### src/rtl/mb32_seq_r4.sv
// Iterative radix-4 Booth multiplier: one Booth digit per clock, product = mx*my (optional MB_SEQ_SIGNED_EN: two's complement).
// Latency ITER cycles from accept to out_valid; out_valid/product hold while out_ready is low, in_ready drops meanwhile.
// Backpressure: in_ready = IDLE || (DONE && out_ready), so a new pair may be accepted on the handoff edge.
`timescale 1ns/1ps

module mb32_seq_r4 #(
    parameter int WIDTH = 32
) (
    input  logic                 CLK,
    input  logic                 RST,
    input  logic                 in_valid,
    output logic                 in_ready,
    input  logic [WIDTH-1:0]     mx,
    input  logic [WIDTH-1:0]     my,
    output logic                 out_valid,
    input  logic                 out_ready,
    output logic [2*WIDTH-1:0]   product,
    output logic                 busy
);

`ifdef MB_SEQ_SIGNED_EN
    localparam int ITER = WIDTH / 2;
`else
    localparam int ITER = (WIDTH + 2) / 2;
`endif
    localparam int YW = 2 * ITER;           // multiplier bits consumed
    localparam int HW = WIDTH + 3;          // accumulator upper half
    localparam int AW = HW + YW;            // full accumulator
    localparam int CW = $clog2(ITER + 1);

    typedef enum logic [1:0] {
        S_IDLE = 2'd0,
        S_BUSY = 2'd1,
        S_DONE = 2'd2
    } state_t;

    state_t                state_q, state_d;
    logic [HW-1:0]         m_q, m_d;
    logic [YW:0]           y_q, y_d;        // bit 0 carries y[-1]
    logic [AW-1:0]         acc_q, acc_d;
    logic [CW-1:0]         cnt_q, cnt_d;
    logic [2*WIDTH-1:0]    prod_q, prod_d;

    logic                  accept;
    logic [HW-1:0]         m_ext;
    logic [YW:0]           y_ext;
    logic [HW-1:0]         addend;
    logic [HW-1:0]         hi_sum;
    logic signed [AW-1:0]  acc_sh;
    logic [AW-1:0]         acc_step;

    assign accept = in_valid && in_ready;

    always_comb begin
        in_ready = 1'b0;
        if (!RST) begin
            in_ready = (state_q == S_IDLE) || ((state_q == S_DONE) && out_ready);
        end
    end

    // operand extension chosen by build configuration
    always_comb begin
`ifdef MB_SEQ_SIGNED_EN
        m_ext = {{3{mx[WIDTH-1]}}, mx};
        y_ext = {my, 1'b0};
`else
        m_ext = {3'b000, mx};
        y_ext = {2'b00, my, 1'b0};
`endif
    end

    // Booth digit decode on window {y[2i+1], y[2i], y[2i-1]}
    always_comb begin
        addend = '0;
        case (y_q[2:0])
            3'b001, 3'b010: addend = m_q;
            3'b011:         addend = {m_q[HW-2:0], 1'b0};
            3'b100:         addend = ~{m_q[HW-2:0], 1'b0} + HW'(1);
            3'b101, 3'b110: addend = ~m_q + HW'(1);
            default:        addend = '0;
        endcase
    end

    always_comb begin
        hi_sum   = acc_q[AW-1 -: HW] + addend;
        acc_sh   = $signed({hi_sum, acc_q[YW-1:0]}) >>> 2;
        acc_step = acc_sh;
    end

    // state register
    always_ff @(posedge CLK or posedge RST) begin
        if (RST) begin
            state_q <= S_IDLE;
        end else begin
            state_q <= state_d;
        end
    end

    // next-state logic
    always_comb begin
        state_d = state_q;
        case (state_q)
            S_IDLE: begin
                if (accept) state_d = S_BUSY;
            end
            S_BUSY: begin
                if (cnt_q == CW'(1)) state_d = S_DONE;
            end
            S_DONE: begin
                if (accept)         state_d = S_BUSY;
                else if (out_ready) state_d = S_IDLE;
            end
            default: state_d = S_IDLE;
        endcase
    end

    // outputs
    always_comb begin
        out_valid = (state_q == S_DONE);
        busy      = (state_q == S_BUSY);
        product   = prod_q;
    end

    // datapath next values
    always_comb begin
        m_d    = m_q;
        y_d    = y_q;
        acc_d  = acc_q;
        cnt_d  = cnt_q;
        prod_d = prod_q;
        if (accept) begin
            m_d   = m_ext;
            y_d   = y_ext;
            acc_d = '0;
            cnt_d = CW'(ITER);
        end else if (state_q == S_BUSY) begin
            acc_d = acc_step;
            y_d   = y_q >> 2;
            cnt_d = cnt_q - CW'(1);
            if (cnt_q == CW'(1)) begin
                prod_d = acc_step[2*WIDTH-1:0];
            end
        end
    end

    always_ff @(posedge CLK or posedge RST) begin
        if (RST) begin
            m_q    <= '0;
            y_q    <= '0;
            acc_q  <= '0;
            cnt_q  <= '0;
            prod_q <= '0;
        end else begin
            m_q    <= m_d;
            y_q    <= y_d;
            acc_q  <= acc_d;
            cnt_q  <= cnt_d;
            prod_q <= prod_d;
        end
    end

endmodule

### config.mk
export PLATFORM = sky130hd
export DESIGN_NAME = mb32_seq_r4
export DESIGN_NICKNAME = d
export VERILOG_FILES = /design/src/rtl/mb32_seq_r4.sv
export SDC_FILE = /design/constraint.sdc
export NUM_CORES = 1
export LEC_CHECK = 0
export CAP_MARGIN = 20
export CORE_MARGIN = 1
export CORE_UTILIZATION = 50
export CTS_CLUSTER_DIAMETER = 120
export DETAILED_ROUTE_END_ITERATION = 6
export PLACE_DENSITY = 0.73
export SLEW_MARGIN = 20
export SYNTH_ARGS = -nofsm -noshare
export SYNTH_HDL_FRONTEND = slang
export SYNTH_SLANG_ARGS = --single-unit
### constraint.sdc
create_clock -name CLK -period 18.5 [get_ports CLK]
set_input_delay 3.7 -clock CLK [delete_from_list [all_inputs] [get_ports CLK]]
set_output_delay 3.7 -clock CLK [all_outputs]
set_load 0.1 [all_outputs]
==> metrics.txt <==
status=finished, final reports clean; Final Max Slew Viols=0; Detailed Routing Iterations Pass 1=6; layout cells sized above 1=4.862%; Setup Viol. Count Final=0; maxcap violations=0; vias in the first global route=9434; synth unique cells=59; vias per inst=slightly below 6; io pins=around 140; CTS tree=done; hold bufs inserted after CTS=0; data arrival time at the worst-slack endpoint=a little under 6 ns; Max-slew headroom=between 20 and 30%; setup TNS=0 ns; Mapped Area=11440 sq um; Max stage delay on crit path=1.21 ns; Detail Route Antenna Nets=0; RSZ-0062 raised after global routing=no; cells after synthesis=1390; commonest non-fill, non-tap cell in the layout=nand2_1; Post-synth EDFFs=0; # rows=54; CP max FO=3; Synth Warn #=0; Post-Syn Nets=1496; Final Cycle Share=51.44%; #FFs+latches synth=201; Hold Crit Start=product[11]; gr ovfl total=0; most used cell, CP=clkdlybuf4s50_1; core area=approximately 22000 sq um; slowest CP cell=clkdlybuf4s50_1; global-route wire length before repair=48.44 mm; DP HPWL=19.08 mm; Max Freq=105.1 MHz; worst slew pin tran=between 1 and 1.5 ns; clock sink count=201; flop2flop setup slack=13.22 ns; Die Width=153.3 um; post-CTS setup buffers=0; Critical R2R Capture=product[61]; antenna diode count=0; largest net degree at the start of global routing=approximately 120; initial core utilization=51.64%; initial drt markers=~900; critical path capture point type=output port; die height=153.3 um; TritonCTS buffer count=22; Die Area=23500 sq um; hold depth=2; gr usage total=around a quarter; WS Path Type=in -> out; clock-pin slew on the worst setup and hold paths=0.06 ns; critical register-to-register path startpoint=m_q[0]; nets=1572; Worst-Skew Late Latency=between 0.5 and 0.6 ns; Hold Path Sink=product[11]; fill cell instance count of the final layout=between 1500 and 2000; Main synth FF type=dfrtp_1; initial antenna violation count=0; H-tree Lvls=1; crit path cell chain=clkdlybuf4s50_1 -> a211oi_1 -> clkdlybuf4s50_1; DRC errors left=0; CTS resizes=0; Fin Clk Skew=about 0.019 ns; GP Congestion=0.9385; Reg area=5030 sq um; final hold vios=0; Mean Syn Cell Area=8.234 sq um; area of the multi-input gates=6016 sq um; worst reg-to-reg path cell count=19; Layout area overhead=19.49%; Hold WC Path Type=reg -> reg; via count=10160; CP Launch Type=primary input; final WL=between 20 and 30 mm; wire per inst=16.34 um; root buffer cell=clkbuf_16; Worst EP required=14.80 ns; IO buf count=134; Seq/Total Area, Yosys=43.95%; CTS Buffer Depth=3; crit path time final=approximately 9.5 ns; most frequent cells in the layout=nand2_1, dfrtp_1, o21ai_0; ys async rst share=100.0%
==> cell families (layout without fill, tap and decap cells) <==
group | after synthesis | count (layout) | synth area share, %
muxes | 13 | 13 | 1.203
xor gates and xnor gates | 70 | 70 | 5.357
AOI/OAI and AO/OA | 344 | 344 | 18.75
buffers and inverters | 108 | 199 | 3.608
adders and majority gates | 38 | 38 | 4.220
DFF | 201 | 201 | 43.95
and+or+nand+nor | 616 | 616 | 22.91
==> registers in the layout, indices dropped and copies added (netlist names) <==
signal / cells
acc_q: 65
state_q: 2
cnt_q: 5
m_q: 32
y_q: 33
product: 64
==> worst max path at each step <==
| stage | startpoint | to | cells after the start |
|---|---|---|---|
| 4_1_cts | RST | in_ready | 3 |
| 2_1_floorplan | out_ready | in_ready | 2 |
| 3_3_place_gp | RST | in_ready | 3 |
| 5_1_grt | RST | in_ready | 3 |
| 6_report | RST | in_ready | 3 |
| 3_5_place_dp | RST | in_ready | 3 |
==> layout make-up <==
| class | count | area share, % |
|---|---|---|
| clock inverters | 8 | 1.125 |
| well taps | 280 | 2.562 |
| flip-flops and latches | 201 | 36.78 |
| inverters | 15 | 0.4666 |
| repair buffers | 145 | 10.44 |
| multi-input cells | 1081 | 43.99 |
| clock buffers | 31 | 4.639 |
==> synthesized netlist by cell type, types with 3 or more instances <==
cell type  count  share of area, %
nand2_1      437                14
or2_2          4              0.22
or3_1         10              0.55
xor2_1        34               2.6
dfrtp_1      201                44
nor3_1        24               1.0
o21bai_1       3              0.20
o21ai_1        5              0.22
a211oi_1       6              0.39
ha_1          37               4.0
mux2_2         6              0.59
a21o_1        25               1.6
or4_1          4              0.26
nand4_1        7              0.38
mux2i_1        7              0.61
nand2b_1       6              0.33
a22o_1        10              0.77
nor2b_1        9              0.49
a311oi_1       3              0.23
and3_1        12              0.66
nor2_1        43               1.4
a22oi_1       53               3.5
o31ai_1        6              0.39
and4_1         3              0.23
buf_1          7              0.23
o21a_1         5              0.33
inv_1         14              0.46
a221oi_1       4              0.31
a211o_1        6              0.46
a31oi_1        9              0.49
o22ai_1        3              0.16
a21oi_1       50               2.2
xnor2_1       36               2.8
o221ai_1       3              0.23
nor4_1         5              0.27
o21ai_0      137               6.0
clkbuf_1      85               2.8
nand3_1       37               1.6
and2_1         6              0.33
o211ai_1       4              0.26
==> metrics by stage <==
step | setup WS, ns | hold slack, ns | area, sq um | utilization, % | instances
2_1_floorplan | 8.708 | 0.4386 | 11440 | - | 1390
3_5_place_dp | 8.987 | 0.4551 | 12880 | 58.12 | 1722
5_1_grt | 8.920 | 0.4929 | 13680 | 61.71 | 1761
3_3_place_gp | 9.021 | 0.4556 | 12880 | 58.12 | 1722
6_report | 8.984 | 0.4705 | 13680 | 61.71 | 1761
4_1_cts | 8.987 | 0.4709 | 13670 | 61.68 | 1761
==> critical path: cells and delay by family <==
| family | cells | cell delay [ns] |
|---|---|---|
| buffers and inverters | 2 | 1.72 |
| AO/OA/AOI/OAI | 1 | 0.39 |
==> routing by layer <==
layer	track usage [%]	wire, um	part of all wire (%)	up-vias
met1	36.96	13630	47	4826
met2	38.55	13020	45	335
li1	-	-	-	4958
met4	6.590	490	1.7	0
met5	0	0	0	-
met3	2.835	1636	5.7	41
Power is not shown: default switching activity piles up to over one toggle a cycle in this logic, so the estimate is an artifact.
